[src/rtl/core_defines_pkg.sv]
// Shared core constants for the instruction fetch path.
//   XLEN             : architectural register/address width
//   INST_NOP         : canonical NOP (addi x0, x0, 0) shown when no instruction is held
//   RESET_PC_DEFAULT : default first fetch address after reset
package core_defines;

    localparam int          XLEN             = 32;
    localparam logic [31:0] INST_NOP         = 32'h0000_0013;
    localparam logic [31:0] RESET_PC_DEFAULT = 32'h0000_0000;

endpackage

[src/rtl/fifo_sync.sv]
// Small synchronous in-order queue with a registered head.
//   clk, rst_n : clock, asynchronous active-low reset
//   flush      : synchronous clear of all entries (wins over push/pop)
//   push       : write push_data at the tail (ignored when full and not popping)
//   push_data  : entry to write
//   pop        : drop the head entry (ignored when empty)
//   head_data  : current head entry, straight from storage registers
//   full/empty : occupancy flags
//   count      : number of valid entries
module fifo_sync #(
    parameter int WIDTH = 64,
    parameter int DEPTH = 4
) (
    input  logic                       clk,
    input  logic                       rst_n,
    input  logic                       flush,
    input  logic                       push,
    input  logic [WIDTH-1:0]           push_data,
    input  logic                       pop,
    output logic [WIDTH-1:0]           head_data,
    output logic                       full,
    output logic                       empty,
    output logic [$clog2(DEPTH+1)-1:0] count
);

    localparam int CW = $clog2(DEPTH + 1);
    localparam int IW = (DEPTH > 1) ? $clog2(DEPTH) : 1;

    logic [WIDTH-1:0] mem [DEPTH];
    logic [IW-1:0]    rd_ptr;
    logic [IW-1:0]    wr_ptr;
    logic [CW-1:0]    cnt;
    logic             do_push;
    logic             do_pop;

    // Pointers wrap at DEPTH, which need not be a power of two.
    function automatic logic [IW-1:0] ptr_inc(input logic [IW-1:0] p);
        return (p == IW'(DEPTH - 1)) ? '0 : p + IW'(1);
    endfunction

    assign empty     = (cnt == '0);
    assign full      = (cnt == CW'(DEPTH));
    assign count     = cnt;
    assign head_data = mem[rd_ptr];
    assign do_pop    = pop && !empty;
    // A full queue can still take a push when the head leaves in the same cycle.
    assign do_push   = push && (!full || do_pop);

    always_ff @(posedge clk or negedge rst_n) begin
        if (!rst_n) begin
            rd_ptr <= '0;
            wr_ptr <= '0;
            cnt    <= '0;
        end else if (flush) begin
            rd_ptr <= '0;
            wr_ptr <= '0;
            cnt    <= '0;
        end else begin
            if (do_push) wr_ptr <= ptr_inc(wr_ptr);
            if (do_pop)  rd_ptr <= ptr_inc(rd_ptr);
            case ({do_push, do_pop})
                2'b10:   cnt <= cnt + CW'(1);
                2'b01:   cnt <= cnt - CW'(1);
                default: cnt <= cnt;
            endcase
        end
    end

    // Data storage needs no reset: entries are only read while counted valid.
    always_ff @(posedge clk) begin
        if (do_push && !flush) mem[wr_ptr] <= push_data;
    end

endmodule

[src/rtl/ifetch_prefetch.sv]
// Instruction prefetch unit between the fetch stage and a variable-latency
// instruction memory.
//   clk, rst_n     : clock, asynchronous active-low reset
//   jump_en_i      : redirect; flushes the queue, fetch restarts at jump_addr_i
//   jump_addr_i    : redirect target (low two bits ignored)
//   inst_ready_i   : fetch stage takes the head instruction this cycle
//   inst_valid_o   : head instruction valid
//   inst_o         : head instruction, NOP when empty
//   inst_addr_o    : head instruction address, 0 when empty
//   mem_req_o      : fetch request, mem_addr_o : word-aligned fetch address
//   mem_gnt_i      : request accepted, mem_rvalid_i/mem_rdata_i : in-order read data
//
// Handshakes: an instruction transfers on a cycle where inst_valid_o and
// inst_ready_i are both high; a memory request transfers on a cycle where
// mem_req_o and mem_gnt_i are both high. mem_req_o may drop before grant.
module ifetch_prefetch
    import core_defines::*;
#(
    parameter int          DEPTH    = 4,
    parameter logic [31:0] RESET_PC = RESET_PC_DEFAULT
) (
    input  logic            clk,
    input  logic            rst_n,
    input  logic            jump_en_i,
    input  logic [XLEN-1:0] jump_addr_i,
    input  logic            inst_ready_i,
    output logic            inst_valid_o,
    output logic [XLEN-1:0] inst_o,
    output logic [XLEN-1:0] inst_addr_o,
    output logic            mem_req_o,
    output logic [XLEN-1:0] mem_addr_o,
    input  logic            mem_gnt_i,
    input  logic            mem_rvalid_i,
    input  logic [XLEN-1:0] mem_rdata_i
);

    localparam int CW = $clog2(DEPTH + 1);

    logic [CW-1:0]   count;
    logic [CW-1:0]   outstanding;
    logic [CW-1:0]   out_next;
    logic [CW-1:0]   discard;
    logic [CW:0]     credits_used;
    logic [XLEN-1:0] fetch_pc;
    logic [XLEN-1:0] resp_addr;
    logic [XLEN-1:0] jump_target;
    logic [63:0]     head;
    logic            fifo_empty;
    logic            fifo_full;
    logic            req_acc;
    logic            rsp;
    logic            push;
    logic            pop;

    // Every granted request owns a queue slot until its data is popped or
    // dropped, so the queue can never overflow. Stale (to-be-discarded)
    // requests hold credits too, since their responses still arrive.
    assign credits_used = {1'b0, count} + {1'b0, outstanding};
    assign mem_req_o    = rst_n && !jump_en_i && (credits_used < (CW+1)'(DEPTH));
    assign mem_addr_o   = fetch_pc;
    assign req_acc      = mem_req_o && mem_gnt_i;

    // A response with nothing outstanding is a protocol error and is ignored.
    assign rsp          = mem_rvalid_i && (outstanding != '0);
    assign out_next     = outstanding + CW'(req_acc) - CW'(rsp);
    assign push         = rsp && (discard == '0) && !jump_en_i && (!fifo_full || pop);
    assign pop          = inst_valid_o && inst_ready_i;
    assign jump_target  = {jump_addr_i[XLEN-1:2], 2'b00};

    assign inst_valid_o = !fifo_empty;
    assign inst_o       = fifo_empty ? INST_NOP : head[31:0];
    assign inst_addr_o  = fifo_empty ? '0 : head[63:32];

    always_ff @(posedge clk or negedge rst_n) begin
        if (!rst_n) begin
            outstanding <= '0;
            discard     <= '0;
            fetch_pc    <= RESET_PC;
            resp_addr   <= RESET_PC;
        end else begin
            outstanding <= out_next;
            if (jump_en_i) begin
                // No request issues in a jump cycle, and a response arriving now
                // is dropped, so out_next counts exactly the stale requests left.
                discard   <= out_next;
                fetch_pc  <= jump_target;
                resp_addr <= jump_target;
            end else begin
                if (req_acc) fetch_pc <= fetch_pc + 32'd4;
                if (rsp) begin
                    if (discard != '0) discard   <= discard - CW'(1);
                    else               resp_addr <= resp_addr + 32'd4;
                end
            end
        end
    end

    fifo_sync #(
        .WIDTH (64),
        .DEPTH (DEPTH)
    ) u_fifo (
        .clk       (clk),
        .rst_n     (rst_n),
        .flush     (jump_en_i),
        .push      (push),
        .push_data ({resp_addr, mem_rdata_i}),
        .pop       (pop),
        .head_data (head),
        .full      (fifo_full),
        .empty     (fifo_empty),
        .count     (count)
    );

endmodule

[config.mk]
export PLATFORM = sky130hd
export DESIGN_NAME = ifetch_prefetch
export DESIGN_NICKNAME = d
export VERILOG_FILES = /design/src/rtl/core_defines_pkg.sv /design/src/rtl/fifo_sync.sv /design/src/rtl/ifetch_prefetch.sv
export SDC_FILE = /design/constraint.sdc
export NUM_CORES = 1
export LEC_CHECK = 0
export ABC_AREA = 1
export CAP_MARGIN = 10
export CORE_MARGIN = 2
export CORE_UTILIZATION = 43
export CTS_CLUSTER_SIZE = 10
export DETAILED_ROUTE_END_ITERATION = 10
export SKIP_CTS_REPAIR_TIMING = 1
export SLEW_MARGIN = 20
export SYNTH_ARGS = -nofsm -noshare
export SYNTH_HDL_FRONTEND = slang
export SYNTH_SLANG_ARGS = --single-unit
[constraint.sdc]
create_clock -name clk -period 4.7 [get_ports clk]
set_input_delay 0.94 -clock clk [delete_from_list [all_inputs] [get_ports clk]]
set_output_delay 0.94 -clock clk [all_outputs]
set_load 0.02 [all_outputs]
==> results of run 1 <==
cell families after synthesis:
family	after synthesis	synth area share [%]
fa+ha+maj	15	1.37
flops	321	62.5
other cells	1	0.0253
xor+xnor	24	1.42
simple gates	733	20.9
buf+inv	166	4.71
compound gates	259	9.05
worst paths after layout:
| kind | startpoint | end | slack [ns] | cells past startpoint |
|---|---|---|---|---|
| min | rst_n | mem_addr_o[27] | 0.33 | 1 |
| max reg2reg | discard[0] | u_fifo.mem[3][25] | 1.81 | 10 |
| max in group asynchronous | rst_n | u_fifo.rd_ptr[0] | 3.27 | 2 |
| min in group clk | outstanding[1] | outstanding[2] | 0.54 | 1 |
| max | u_fifo.rd_ptr[1] | inst_addr_o[3] | 0.45 | 6 |
| min reg2reg | outstanding[1] | outstanding[2] | 0.54 | 1 |
worst max-delay path, cell delays in order (launching register included):
cell and delay [ns]:
dfrtp_2 0.86, inv_2 0.51, buf_12 0.33, nor2_1 0.11
o21ai_0 0.08, a21oi_1 0.24, clkdlybuf4s50_1 0.65
layer usage:
layer	global-route usage [%]	part of all wire [%]
met5	0	0
met4	5.31	1.9
met3	3.27	5.7
met2	34.8	47
met1	28.4	45
power groups by stage:
stage / logic (uW) / clock network (uW) / registers [uW]
floorplan: 1720 / 0 / 3610
global placement: 2950 / 0 / 3680
detailed placement: 2990 / 0 / 3680
CTS: 3000 / 2720 / 3630
global route: 3270 / 2830 / 3670
finish: 2970 / 2660 / 3640
metrics by stage:
step / util [%] / worst slack, ns / hold slack (ns) / cell area [um^2]
2_1_floorplan: - / 0.177 / 0.483 / 14900
5_1_grt: 52.7 / 0.245 / 0.341 / 18100
6_report: 52.7 / 0.454 / 0.332 / 18100
3_3_place_gp: 49.5 / 1.02 / 0.529 / 17000
3_5_place_dp: 49.5 / 0.992 / 0.534 / 17000
4_1_cts: 52.7 / 0.442 / 0.329 / 18100
cells in the mapped netlist (all sizes together), types with 18 or more instances:
master / number / share of area (%)
inv: 98 / 2.5
nor2: 361 / 9.8
edfxtp: 248 / 50
xor2: 18 / 1.1
clkbuf: 34 / 0.93
a21oi: 79 / 2.7
nand3: 73 / 2.7
dfrtp: 73 / 12
nand2: 271 / 7.1
o21ai: 161 / 5.5
buf: 34 / 1.3
cell type report:
type                    count  area share (%)
flip-flops and latches    321            51.4
multi-input cells        1035            27.2
repair buffers            180            10.2
clock buffers              50            5.86
well taps                 455            3.15
inverters                  98            2.04
clock inverters             7           0.263
registers in the layout (all words and copies together) (netlist names):
name	cells
u_fifo.wr_ptr	2
u_fifo.rd_ptr	2
mem_addr_o	30
discard	3
resp_addr	30
u_fifo.mem	248
outstanding	3
u_fifo.count	3
==> out/results.ini, run 1 <==
[run_status]
outcome=finished clean

[finish]
layout_commonest_cell=nor2_1
layoutNonFillerInstCount=2146
synthToLayoutAreaGrowth_pct=21.7
multi_input_area_mm2=0.00491
layout-drive-gt1-share_pct=7.16
num-fill-cells=3031
final_cell_mix=nor2_1 (335), nand2_1 (263), edfxtp_1 (248)
final_nets=1760
regArea_mm2=0.00928
antennaDiodeCount=0

[detailed_routing]
avgViaCountPerCell=5.15
drc=0
drtIter0Drc=677
wl_per_cell_um=17.2
dr.pass1.iters=4
num_vias=11100
routed_wl_mm=37.0
antenna_left=0

[yosys]
postSynthCellCount=1519
yosys_warnings=0
yosysSeqAreaShare_pct=62.5
ys_ff_latch=321
synth.avg_cell_area_um2=9.77
async_reset_ff_share_pct=22.7
synthFlopType=edfxtp_1
netlist_area_mm2=0.0148
synth_edf_count=248
synth.distinct_cells=40

[pwr]
p_int_uw=6060
seqPwrFrac_pct=39.3
swShare_pct=34.6
switchingPower_uw=3200
combPwrFrac_pct=32.0
ir_worst_vdd_v=0.000255
p_leak_uw=0.00680
p_clk_share_pct=28.7
total_power_uw=9260
p_per_area_mw_per_mm2=512

[floorplan]
die_area_mm2=0.0360
start_util_pct=43.3
die_x_um=190
die_y_um=190
core_area_mm2=0.0343
num_rows=68
num_io_pins=168

[worst_hold_path]
min_path_type=input port to async pin

[global_routing]
overflow=0
grt_pass1_wl_mm=58.7
grt_max_degree=63
antenna_found_initial=0
grt_usage_pct=20.8
grt_pass1_vias=10800

[timing]
slew_violations=0
maxSlewHeadroom_pct=39.5
finClkSkew_ns=0.0142
finalCriticalPeriod_ns=4.25
fin_tns_setup_ns=0
finalSetupViolCount=0
tightest_slew_ns=0.908
max_freq_mhz=236
rsz0062_at_grt=false
period_share_pct=90.3
hold_violations=0

[run]
drv_cap=0

[clocking]
cts_made_buffers=39
cts.sinks=321
cts.path.max_buffers=3
insertion_delay_ns=0.52
cts_max_level=2
cts_tree=built
cts.clk_slew.worst_paths_ns=0.05
cts-root-buf=clkbuf_16

[place]
dpl.hpwl_mm=23.2
dp.cells=2089
port_buffers=161
gp_congestion=0.854

[worst_setup_path]
crit_path_max_fanout=35
cp-end-kind=output port
critPathKind=flop to output port
crit_required_ns=3.76
cp.arrival_ns=3.31
crit_path_start_kind=flop

Note: power is estimated with default switching activity, not from simulation.
==> run 2: changes to the inputs <==
--- a/config.mk
+++ b/config.mk
@@ -11,6 +11,7 @@
 export CORE_UTILIZATION = 43
 export CTS_CLUSTER_SIZE = 10
 export DETAILED_ROUTE_END_ITERATION = 10
+export SETUP_SLACK_MARGIN = 0.4
 export SKIP_CTS_REPAIR_TIMING = 1
 export SLEW_MARGIN = 20
 export SYNTH_ARGS = -nofsm -noshare
==> run 2 against run 1 <==
- core utilization hardly changed
- cell count stayed put
- non-clock buffer count stayed put
- clock-buffer cell count stayed put
- largest cell class unchanged
- sequential power hardly changed
==> out/results.ini, run 2 (synthesized netlist as in run 1, its figures left out) <==
[timing]
finalSetupViolCount=0  ; unchanged
slew_violations=0  ; unchanged
finClkSkew_ns=0.0139  ; -0.000307 ns
fin_tns_setup_ns=0  ; unchanged
maxSlewHeadroom_pct=38.9  ; -0.57 points
max_freq_mhz=245  ; +4.2%
rsz0062_at_grt=false
period_share_pct=86.7  ; -3.6 points
finalCriticalPeriod_ns=4.08  ; -0.169 ns
tightest_slew_ns=0.917  ; +0.00855 ns
hold_violations=0  ; unchanged

[floorplan]
start_util_pct=43.3  ; unchanged
die_area_mm2=0.0360  ; unchanged
num_io_pins=168  ; unchanged
core_area_mm2=0.0343  ; unchanged
die_y_um=190  ; unchanged
die_x_um=190  ; unchanged
num_rows=68  ; unchanged

[finish]
regMostFlops=u_fifo.mem
num-fill-cells=3035  ; +0.13%
antennaDiodeCount=0  ; unchanged
synthToLayoutAreaGrowth_pct=21.8  ; about the same
final_cell_mix=nor2_1 (335), nand2_1 (263), edfxtp_1 (248)
layout_commonest_cell=nor2_1
layoutNonFillerInstCount=2146  ; unchanged
final_util_pct=52.7  ; about the same
final_nets=1760  ; unchanged
layout-drive-gt1-share_pct=7.16  ; unchanged
largest_reg_flops=248  ; unchanged

[detailed_routing]
drtIter0Drc=692  ; +2.2%
wl_per_cell_um=17.3  ; +0.11%
routed_wl_mm=37.0  ; +0.11%
antenna_left=0  ; unchanged
drc=0  ; unchanged
dr.pass1.iters=5  ; +1
avgViaCountPerCell=5.16  ; +0.18%
num_vias=11100  ; +0.18%

[clocking]
cts.clk_slew.worst_paths_ns=0.05  ; about the same
insertion_delay_ns=0.52  ; about the same
cts_tree=built
cts.sinks=321  ; unchanged
cts-root-buf=clkbuf_16
cts_made_buffers=39  ; unchanged
cts_max_level=2  ; unchanged
cts.path.max_buffers=3  ; unchanged

[worst_setup_path]
crit_required_ns=3.76  ; about the same
path_cells=buf_4, nor2_1, nor2_1, o21ai_0, a21oi_1, clkdlybuf4s50_1
cp-end-kind=output port
slowest_delay_ns=0.76  ; -0.10 ns
crit_path_max_fanout=48  ; +37%
r2r_slack_ns=1.81  ; about the same
critPathKind=flop to output port
r2r_cells=10  ; unchanged
r2r_start=discard[0]
crit_path_start_kind=flop
cpMaxStageDelayCell=dfrtp_4
path_common_cell=nor2_1
r2r-end=u_fifo.mem[3][25]
cp.arrival_ns=3.14  ; -0.17 ns

[pwr]
total_power_uw=9260  ; about the same
p_leak_uw=0.00680  ; about the same
p_per_area_mw_per_mm2=513  ; about the same
ir_worst_vdd_v=0.000256  ; +0.31%

[global_routing]
grt_usage_pct=20.8  ; unchanged
grt_max_degree=63  ; unchanged
antenna_found_initial=0  ; unchanged
overflow=0  ; unchanged
grt_pass1_vias=10800  ; unchanged
grt_pass1_wl_mm=58.7  ; unchanged

[run_status]
outcome=finished clean

[place]
dpl.hpwl_mm=23.2  ; unchanged
port_buffers=161  ; unchanged
gp_congestion=0.854  ; unchanged
dp.cells=2089  ; unchanged

[worst_hold_path]
min_path_type=input port to async pin

[run]
drv_cap=0  ; unchanged

-- run 2: cell count changes in the layout (fill, tap and decap cells not counted) --
cell | previous run | this run
dfrtp_4 | 1 | 2
inv_4 | 0 | 1
inv_2 | 7 | 6
dfrtp_2 | 1 | 0
-- run 2: worst max-delay path: cells and delay by family (launching register included) --
| kind | cells | cell delay, ns |
|---|---|---|
| AOI/OAI and AO/OA | 2 | 0.39 |
| and+or+nand+nor | 2 | 0.20 |
| buffers and inverters | 2 | 1.23 |
| DFF | 1 | 0.76 |
-- run 2: area by class of cell --
class	count	area, um^2	area share, %
Clock buffer	50	1060	5.86
Timing Repair Buffer	180	1830	10.1
Tap cell	455	569	3.15
Clock inverter	7	47.5	0.263
Inverter	98	370	2.05
Sequential cell	321	9280	51.4
Multi-Input combinational cell	1035	4910	27.2
-- run 2: metrics by stage --
step	worst slack (ns)	hold WS (ns)	cell area [um^2]
finish	0.623	0.330	18100
floorplan	0.177	0.483	14900
global placement	1.02	0.529	17000
global route	0.445	0.341	18100
CTS	0.442	0.329	18100
detailed placement	0.992	0.534	17000
-- run 2: worst max-delay path by stage --
stage / from / end / slack [ns] / cells after the start
3_5_place_dp: u_fifo.rd_ptr[1] / inst_addr_o[3] / 0.99 / 6
3_3_place_gp: u_fifo.rd_ptr[1] / inst_addr_o[3] / 1.02 / 6
6_report: u_fifo.rd_ptr[0] / inst_addr_o[8] / 0.62 / 6
4_1_cts: u_fifo.rd_ptr[1] / inst_addr_o[3] / 0.44 / 6
2_1_floorplan: jump_en_i / u_fifo.mem[0][0] / 0.18 / 4
5_1_grt: u_fifo.rd_ptr[0] / inst_addr_o[13] / 0.45 / 6
-- run 2: layer usage --
metal	GRT usage [%]	routed length, um
met3	3.27	2380
met1	28.4	16500
met4	5.31	723
met2	34.8	17500
met5	0	0
-- run 2: power by group --
group | switching (uW) | total, uW | internal, uW
sequential | 321 | 3640 | 3320
combinational | 1790 | 2970 | 1170
clock | 1090 | 2660 | 1570
total | 3210 | 9260 | 6060
